`src/rtl/cpu_types_pkg.sv`:
```
// Shared CPU type definitions: ALU operation encoding used by the ALU and its harness.
package cpu_types_pkg;

  typedef enum logic [3:0] {
    ALU_SLL  = 4'h0,
    ALU_SRL  = 4'h1,
    ALU_SRA  = 4'h2,
    ALU_ADD  = 4'h3,
    ALU_SUB  = 4'h4,
    ALU_AND  = 4'h5,
    ALU_OR   = 4'h6,
    ALU_XOR  = 4'h7,
    ALU_NOR  = 4'h8,
    ALU_SLT  = 4'h9,
    ALU_SLTU = 4'hA
  } aluop_t;

endpackage

```
`src/rtl/fpga_io_pkg.sv`:
```
// FPGA board I/O types: loader FSM states and debounce defaults.
package fpga_io_pkg;

  typedef enum logic [1:0] {
    LOAD_A  = 2'd0,
    LOAD_B  = 2'd1,
    LOAD_OP = 2'd2,
    SHOW    = 2'd3
  } loader_state_t;

  // 10 ms at 50 MHz
  localparam int DEBOUNCE_DEFAULT = 500000;

  // Sign-extend the 17-bit switch field (bit 16 = sign) to a 32-bit operand.
  function automatic logic [31:0] sext_operand(input logic [16:0] sw);
    return {{16{sw[16]}}, sw[15:0]};
  endfunction

endpackage

```
`src/rtl/button_debounce.sv`:
```
// Active-low push-button conditioner: 2-flop synchroniser, stability counter,
// and a one-cycle pulse on the debounced released->pressed transition.
// level is the debounced button level in the raw polarity (1 = released).
module button_debounce #(
  parameter int DEBOUNCE_CYCLES = 500000,
  parameter int CNT_W           = 20
) (
  input  logic CLK,
  input  logic nRST,
  input  logic raw_n,
  output logic level,
  output logic press_pulse
);

  logic             sync1_r;
  logic             sync2_r;
  logic             level_r;
  logic             pulse_r;
  logic [CNT_W-1:0] cnt_r;

  localparam logic [CNT_W-1:0] CNT_LAST = CNT_W'(DEBOUNCE_CYCLES - 1);

  // Two-flop synchroniser; resets to the released level so reset never looks like a press.
  always_ff @(posedge CLK or negedge nRST) begin
    if (!nRST) begin
      sync1_r <= 1'b1;
      sync2_r <= 1'b1;
    end else begin
      sync1_r <= raw_n;
      sync2_r <= sync1_r;
    end
  end

  // Stability counter: the debounced level follows only after DEBOUNCE_CYCLES consecutive mismatches.
  always_ff @(posedge CLK or negedge nRST) begin
    if (!nRST) begin
      cnt_r   <= '0;
      level_r <= 1'b1;
      pulse_r <= 1'b0;
    end else if (sync2_r == level_r) begin
      cnt_r   <= '0;
      pulse_r <= 1'b0;
    end else if (cnt_r == CNT_LAST) begin
      cnt_r   <= '0;
      level_r <= sync2_r;
      pulse_r <= ~sync2_r;  // only the move to pressed (0) produces a pulse
    end else begin
      cnt_r   <= cnt_r + {{(CNT_W-1){1'b0}}, 1'b1};
      pulse_r <= 1'b0;
    end
  end

  assign level       = level_r;
  assign press_pulse = pulse_r;

endmodule

```
`src/rtl/alu_input_sequencer.sv`:
```
// Press-driven loader for the ALU harness: each debounced load press captures
// A, then B, then the opcode, then shows the result; clr returns to LOAD_A.
module alu_input_sequencer
  import fpga_io_pkg::*;
  import cpu_types_pkg::*;
#(
  parameter int DEBOUNCE_CYCLES = DEBOUNCE_DEFAULT,
  parameter int CNT_W           = 20
) (
  input  logic        CLK,
  input  logic        nRST,
  input  logic [16:0] sw_data,
  input  logic        load_n,
  input  logic        clr_n,
  output logic [31:0] portA,
  output logic [31:0] portB,
  output aluop_t      aluop,
  output logic [1:0]  state_o,
  output logic        out_valid
);

  loader_state_t state_r, state_next;
  logic [31:0]   port_a_r, port_a_next;
  logic [31:0]   port_b_r, port_b_next;
  aluop_t        aluop_r, aluop_next;
  logic          out_valid_r;
  logic          load_pulse, clr_pulse;
  logic          load_level, clr_level;
  logic          unused_levels;

  button_debounce #(.DEBOUNCE_CYCLES(DEBOUNCE_CYCLES), .CNT_W(CNT_W)) u_load_db (
    .CLK(CLK), .nRST(nRST), .raw_n(load_n), .level(load_level), .press_pulse(load_pulse)
  );

  button_debounce #(.DEBOUNCE_CYCLES(DEBOUNCE_CYCLES), .CNT_W(CNT_W)) u_clr_db (
    .CLK(CLK), .nRST(nRST), .raw_n(clr_n), .level(clr_level), .press_pulse(clr_pulse)
  );

  // Debounced levels are not needed here; only the press pulses drive the FSM.
  assign unused_levels = load_level ^ clr_level;

  // State and operand registers; out_valid trails the SHOW state by one cycle.
  always_ff @(posedge CLK or negedge nRST) begin
    if (!nRST) begin
      state_r     <= LOAD_A;
      port_a_r    <= 32'h0000_0000;
      port_b_r    <= 32'h0000_0000;
      aluop_r     <= aluop_t'(4'h0);
      out_valid_r <= 1'b0;
    end else begin
      state_r     <= state_next;
      port_a_r    <= port_a_next;
      port_b_r    <= port_b_next;
      aluop_r     <= aluop_next;
      out_valid_r <= (state_r == SHOW);
    end
  end

  // Next-state and capture logic; clear has priority over load.
  always_comb begin
    state_next  = state_r;
    port_a_next = port_a_r;
    port_b_next = port_b_r;
    aluop_next  = aluop_r;
    if (clr_pulse) begin
      state_next  = LOAD_A;
      port_a_next = 32'h0000_0000;
      port_b_next = 32'h0000_0000;
      aluop_next  = aluop_t'(4'h0);
    end else if (load_pulse) begin
      case (state_r)
        LOAD_A: begin
          port_a_next = sext_operand(sw_data);
          state_next  = LOAD_B;
        end
        LOAD_B: begin
          port_b_next = sext_operand(sw_data);
          state_next  = LOAD_OP;
        end
        LOAD_OP: begin
          aluop_next = aluop_t'(sw_data[3:0]);
          state_next = SHOW;
        end
        SHOW: begin
          state_next = LOAD_A;
        end
        default: begin
          state_next = LOAD_A;
        end
      endcase
    end else begin
      state_next = state_r;
    end
  end

  assign portA     = port_a_r;
  assign portB     = port_b_r;
  assign aluop     = aluop_r;
  assign state_o   = state_r;
  assign out_valid = out_valid_r;

endmodule

```
`config.mk`:
```
export PLATFORM = sky130hd
export DESIGN_NAME = alu_input_sequencer
export DESIGN_NICKNAME = d
export VERILOG_FILES = /design/src/rtl/cpu_types_pkg.sv /design/src/rtl/fpga_io_pkg.sv /design/src/rtl/button_debounce.sv /design/src/rtl/alu_input_sequencer.sv
export SDC_FILE = /design/constraint.sdc
export NUM_CORES = 1
export LEC_CHECK = 0
export BUFFER_PORTS_ARGS = -buffer_cell sky130_fd_sc_hd__buf_4
export CAP_MARGIN = 0
export CORE_ASPECT_RATIO = 2
export CORE_MARGIN = 1.5
export CORE_UTILIZATION = 35
export CTS_BUF_LIST = sky130_fd_sc_hd__clkbuf_8
export DETAILED_ROUTE_END_ITERATION = 10
export HOLD_SLACK_MARGIN = 0.02
export PLACE_DENSITY_LB_ADDON = 0.08
export SYNTH_ARGS = -nofsm -noshare
export SYNTH_HDL_FRONTEND = slang
export SYNTH_SLANG_ARGS = --single-unit
```
`constraint.sdc`:
```
create_clock -name CLK -period 2.5 [get_ports CLK]
set_clock_uncertainty 0.05 [all_clocks]
set_input_delay 0.5 -clock CLK [delete_from_list [all_inputs] [get_ports CLK]]
set_output_delay 0.5 -clock CLK [all_outputs]
set_load 0.01 [all_outputs]
```
==> out/results.tsv, run 1 <==
metric	value	unit
RSZ-0062 raised after global routing	no	
Final Cycle Share	85.2	%
post-CTS setup-driven buffer insertion count	0	
CTS max path bufs	2	
Post-CTS Resized	0	
Setup crit start kind	flop	
clock sinks	89	
worst hold-check path type	input port to flop	
r2r startpoint	u_load_db.cnt_r[0]	
Avg Cell Area, Syn	9.54	um^2
synth unique cells	38	
Num CTS Buffers	9	
crit end category	flop	
initial antenna violation count	0	
register area share after synthesis	53.3	%
IO Count	92	
Initial Util	35.8	%
dpl hpwl	7030	um
#FFs+latches synth	89	
EDFF count, synth	0	
FMAX	0.469	GHz
CP delay by family, top	simple AND/OR/NAND/NOR gates	
DR iter-0 viols	168	
root buf cell	clkbuf_8	
Rel. slew slack	50.1	%
CP Class	flop to flop	
Setup TNS Final	0	ns
largest net degree at the start of global routing	44	
Detail Route Antenna Nets	0	
maximum vdd ir drop	0.000367	V
largest cells by area after synthesis	dfrtp_1 (50%), nand2_1 (7.8%), a21oi_1 (5.6%)	
Die W	80.4	um
share of the synthesized area in the top cell type	49.6	%
Final Hold Fails	0	
R2R depth	4	
total power	0.00258	W
placed cells	631	
max-slew violation count	0	
most frequent cells in the layout	buf_4 (94), nand2_1 (87), dfrtp_1 (83)	
vias in the first global route	3244	
Final setup viols	0	
Post-Syn Nets	466	
Mapped Area	4190	um^2
Worst Hold Depth	1	
Layout Area Growth over Synthesis	19.6	%
most common cell after layout, fill and taps aside	buf_4	
# diodes	0	
hold endpoint	u_clr_db.sync1_r	
clock tree from TritonCTS	yes	
first-pass GRT wire length	15700	um
layout cells sized above 1	25.0	%
IO buf count	91	
chip height	158	um
LEAKAGE	2.12	nW
H-tree depth	3	
Reg2Reg Setup Slack	0.37	ns
max cap viols	0	
critical path fanouts, max	9	
Core Rows	56	
Required @ worst endpoint	2.74	ns
CP peak stage delay	0.69	ns
total gr overflow	0	
outcome	complete, no violations	
Synth area leader	dfrtp_1	
die area	12700	um^2
GPL Wtd Cong	0.820	
Synth async-reset ratio	100	%
Critical path buffers and inverters	0	
reg2reg end	u_load_db.level	
DR vias/cell	5.01	
min Tclk post-route	2.13	ns
final wirelength	9650	um
Mapped Cells	439	
fin nets	525	
# DRC	0	
drt wl/cell	14.9	um
CP arrival	2.37	ns
Reg clk slew, reported paths	0.08	ns
CP cell instances	ha_1 > nand4_1 > or4_4 > mux2_1	
Tot GR Track Use	16.3	%
core area	11700	um^2
worst-skew pair later-pin latency	0.37	ns
Worst Hold Launch	clr_n	
Worst-Margin Slew	0.738	ns
DR vias	3247	
Yosys warnings	0	
fin cells	648	
post-cts hold buffer count	1	
slowest stage cell, crit path	or4_4	
pwr dens	516	nW/um^2
detailed-router iteration count before antenna repair	4	
Top FF cell, synth	dfrtp_1	
-- where the power goes --
group          internal (W)  leakage [nW]   total, W  switching [W]
Combinational     0.0000381          1.01  0.0000958      0.0000577
Clock              0.000491        0.0949    0.00103       0.000534
Sequential          0.00145          1.02    0.00146      0.0000115
Total               0.00198          2.12    0.00258       0.000603
-- area by class of cell --
| type | instances | area (um^2) |
|---|---|---|
| clock buffer | 10 | 138 |
| clock inverter | 6 | 66.3 |
| multi-input combinational | 290 | 1610 |
| sequential | 89 | 2230 |
| tap | 145 | 181 |
| timing repair buffer | 96 | 736 |
| inverter | 12 | 45.0 |
| fill | 1182 | 6690 |
-- metal layers --
layer / track usage (%) / routed length, um / up-vias
li1: - / - / 1560
met1: 16.4 / 3460 / 1567
met5: 0 / 0 / -
met3: 3.05 / 457 / 19
met2: 30.5 / 5430 / 101
met4: 8.95 / 294 / 0
-- flip-flops by register name, indices dropped and copies added, names as in the netlist --
name	flops
u_clr_db.cnt_r	20
aluop	4
u_clr_db.sync2_r	1
out_valid	1
u_clr_db.press_pulse	1
u_load_db.press_pulse	1
u_load_db.cnt_r	20
portB	17
portA	17
u_load_db.level	1
state_o	2
u_load_db.sync1_r	1
u_load_db.sync2_r	1
u_clr_db.level	1
u_clr_db.sync1_r	1
-- Yosys cell counts (all sizes together) (8+ instances only) --
cell type,instances
nand2,87
dfrtp,83
a21oi,47
nor2,38
buf,37
xnor2,25
nand3,18
inv,12
clkbuf,11
nor4,9
nand4,8
nor3,8
or4,8
-- metrics by stage --
step / util [%] / worst slack, ns / hold slack [ns] / instance area (um^2)
after floorplan: - / 0.534 / 0.154 / 4190
after global placement: 41.0 / 0.421 / 0.299 / 4800
after detailed placement: 41.0 / 0.368 / 0.297 / 4800
after CTS: 42.8 / 0.354 / 0.178 / 5010
after global routing: 42.8 / 0.154 / 0.170 / 5010
final: 42.8 / 0.370 / 0.198 / 5010
-- logic make-up (layout without fill, tap and decap cells) --
logic type               count (synthesis)  in the layout  synth area share [%]
buffers and inverters                   60            124                  8.24
XOR/XNOR                                29             29                  6.06
AO/OA/AOI/OAI                           59             59                  8.01
multiplexers                             4              4                  1.02
adder cells (fa/ha/maj)                  6              6                  1.79
AND/OR/NAND/NOR                        192            192                  21.5
flip-flops                              89             89                  53.3
-- how the worst max path moves through the flow --
stage / end / start / depth (start not counted)
after global placement: u_load_db.level / u_load_db.cnt_r[0] / 4
final: u_load_db.level / u_load_db.cnt_r[0] / 4
after floorplan: u_load_db.level / u_load_db.cnt_r[0] / 4
after CTS: u_load_db.level / u_load_db.cnt_r[0] / 4
after detailed placement: u_load_db.level / u_load_db.cnt_r[0] / 4
after global routing: u_clr_db.cnt_r[3] / u_clr_db.cnt_r[0] / 5
Note: power is estimated with default switching activity, not from simulation.
==> inputs of run 2 (changes only) <==
--- a/config.mk
+++ b/config.mk
@@ -9,7 +9,7 @@
 export CAP_MARGIN = 0
 export CORE_ASPECT_RATIO = 2
 export CORE_MARGIN = 1.5
-export CORE_UTILIZATION = 35
+export CORE_UTILIZATION = 40
 export CTS_BUF_LIST = sky130_fd_sc_hd__clkbuf_8
 export DETAILED_ROUTE_END_ITERATION = 10
 export HOLD_SLACK_MARGIN = 0.02
==> constraint.sdc (replaced) <==
create_clock -name CLK -period 2.7 [get_ports CLK]
set_clock_uncertainty 0.05 [all_clocks]
set_input_delay 0.54 -clock CLK [delete_from_list [all_inputs] [get_ports CLK]]
set_output_delay 0.54 -clock CLK [all_outputs]
set_load 0.01 [all_outputs]
==> run 2 against run 1 <==
Against the previous run: combinational power decreased by 9.5%; clock power fell by 5%; first-iteration DRC count fell by 11%; design area fell by 0.32%; highest routed layer unchanged; core utilization increased by 6.4 points; cell count is 1.7% lower; maximum frequency increased by 3.5%; sequential power is 7% lower; largest cell class unchanged; die area fell by 12%; non-clock buffer count is 1 lower.
==> out/results.tsv, run 2 (synthesis gave the netlist of run 1 again) <==
metric	value	unit
final wirelength	9190	um
filler instances	1004	
CTS max path bufs	2	
Internal	0.00184	W
clock share of power	40.4	%
H-tree depth	3	
DR vias	3211	
LEAKAGE	2.13	nW
IO Count	92	
P_sw	0.000576	W
Placement Setup Slack	0.653	ns
Detail Route Antenna Nets	0	
pwr dens	484	nW/um^2
DR iter-0 viols	149	
largest net degree at the start of global routing	56	
DP Area	4780	um^2
total power	0.00242	W
crit end category	flop	
area of the multi-input gates	1610	um^2
Top Registers	u_clr_db.cnt_r (20), u_load_db.cnt_r (20)	
fin nets	524	
CP Class	flop to flop	
clock tree from TritonCTS	yes	
layout cells sized above 1	25.1	%
Final Worst Setup Slack	0.641	ns
core area	10100	um^2
max cap viols	0	
DR vias/cell	5.04	
detailed-router iteration count before antenna repair	4	
Worst-Margin Slew	0.681	ns
die area	11100	um^2
most frequent cells in the layout	buf_4 (94), nand2_1 (87), dfrtp_1 (83)	
post-cts hold buffer count	0	
Sw Ratio	23.8	%
fin area	4990	um^2
Seq pwr share	56.1	%
Core Rows	52	
first-pass GRT wire length	14900	um
GPL Wtd Cong	0.826	
# diodes	0	
Die W	75.4	um
post-CTS setup-driven buffer insertion count	0	
min Tclk post-route	2.06	ns
met1 global-route usage	19.6	%
Layout Area Growth over Synthesis	19.2	%
Setup crit start kind	flop	
IO buf count	91	
Tot GR Track Use	17.4	%
Required @ worst endpoint	2.90	ns
total gr overflow	0	
chip height	148	um
Rel. slew slack	54.6	%
Reg clk slew, reported paths	0.09	ns
GR Util met2	30.3	%
vias in the first global route	3166	
# DRC	0	
Num CTS Buffers	9	
met3 Track Usage GR	3.27	%
Final Hold Fails	0	
Initial Util	41.3	%
root buf cell	clkbuf_8	
maximum vdd ir drop	0.000287	V
dpl hpwl	6670	um
Post-CTS Resized	0	
outcome	complete, no violations	
R2R depth	4	
max-slew violation count	0	
most common cell after layout, fill and taps aside	buf_4	
worst hold-check path type	input port to async pin	
RSZ-0062 raised after global routing	no	
critical path fanouts, max	10	
FMAX	0.486	GHz
Final Cycle Share	76.3	%
grt peak-use layer	met2	
clock sinks	89	
Comb pwr share	3.6	%
initial antenna violation count	0	
Final setup viols	0	
worst-skew pair later-pin latency	0.37	ns
sequential cell area	2230	um^2
drt wl/cell	14.4	um
CP arrival	2.25	ns
Setup TNS Final	0	ns
## run 2: cell count changes in the layout (fill, tap and decap cells not counted)
cell and delta:
clkinvlp_4 -2, clkinv_2 -1, clkinv_4 +1, inv_6 +2
dlygate4sd3_1 -1
## run 2: power groups by stage
stage / registers (W) / clock network [W] / logic, W
final: 0.00136 / 0.000976 / 0.0000867
after global routing: 0.00136 / 0.00105 / 0.0000979
after CTS: 0.00136 / 0.00101 / 0.0000906
after detailed placement: 0.00138 / 0 / 0.0000907
after global placement: 0.00138 / 0 / 0.0000896
after floorplan: 0.00138 / 0 / 0.0000263
## run 2: worst max-delay path: stages, from the launching register on
cell     delay [ns]
dfrtp_1        0.43
or4_4          0.58
o41ai_4        0.54
buf_4          0.28
a21oi_1        0.06
## run 2: path summary, 6_finish.rpt
path / startpoint / slack, ns / to
worst max-delay path: u_load_db.cnt_r[12] / 0.64 / u_load_db.cnt_r[17]
worst min-delay path: nRST / 0.07 / u_clr_db.cnt_r[3]
worst max register to register: u_load_db.cnt_r[12] / 0.64 / u_load_db.cnt_r[17]
worst min register to register: u_clr_db.sync1_r / 0.31 / u_clr_db.sync2_r
max in group asynchronous: nRST / 1.89 / portB[30]
min in group CLK: clr_n / 0.23 / u_clr_db.sync1_r
## run 2: final cells by class
type                    count  area share [%]
inverters                  12           0.902
repair buffers             95            14.5
multi-input cells         290            32.2
clock inverters             6            1.45
clock buffers              10            2.76
well taps                 135            3.38
flip-flops and latches     89            44.8
## run 2: per-stage QoR
step	cells	hold slack [ns]	utilization (%)
after floorplan	439	0.194	-
after global placement	621	0.297	47.1
after detailed placement	621	0.297	47.1
after CTS	637	0.0805	49.2
after global routing	637	0.102	49.2
final	637	0.0712	49.2
## run 2: per-layer routing
layer	up-vias	part of all wire, %
met1	1533	38
met2	96	54
li1	1564	-
met4	0	2.9
met3	18	5.1
met5	-	0
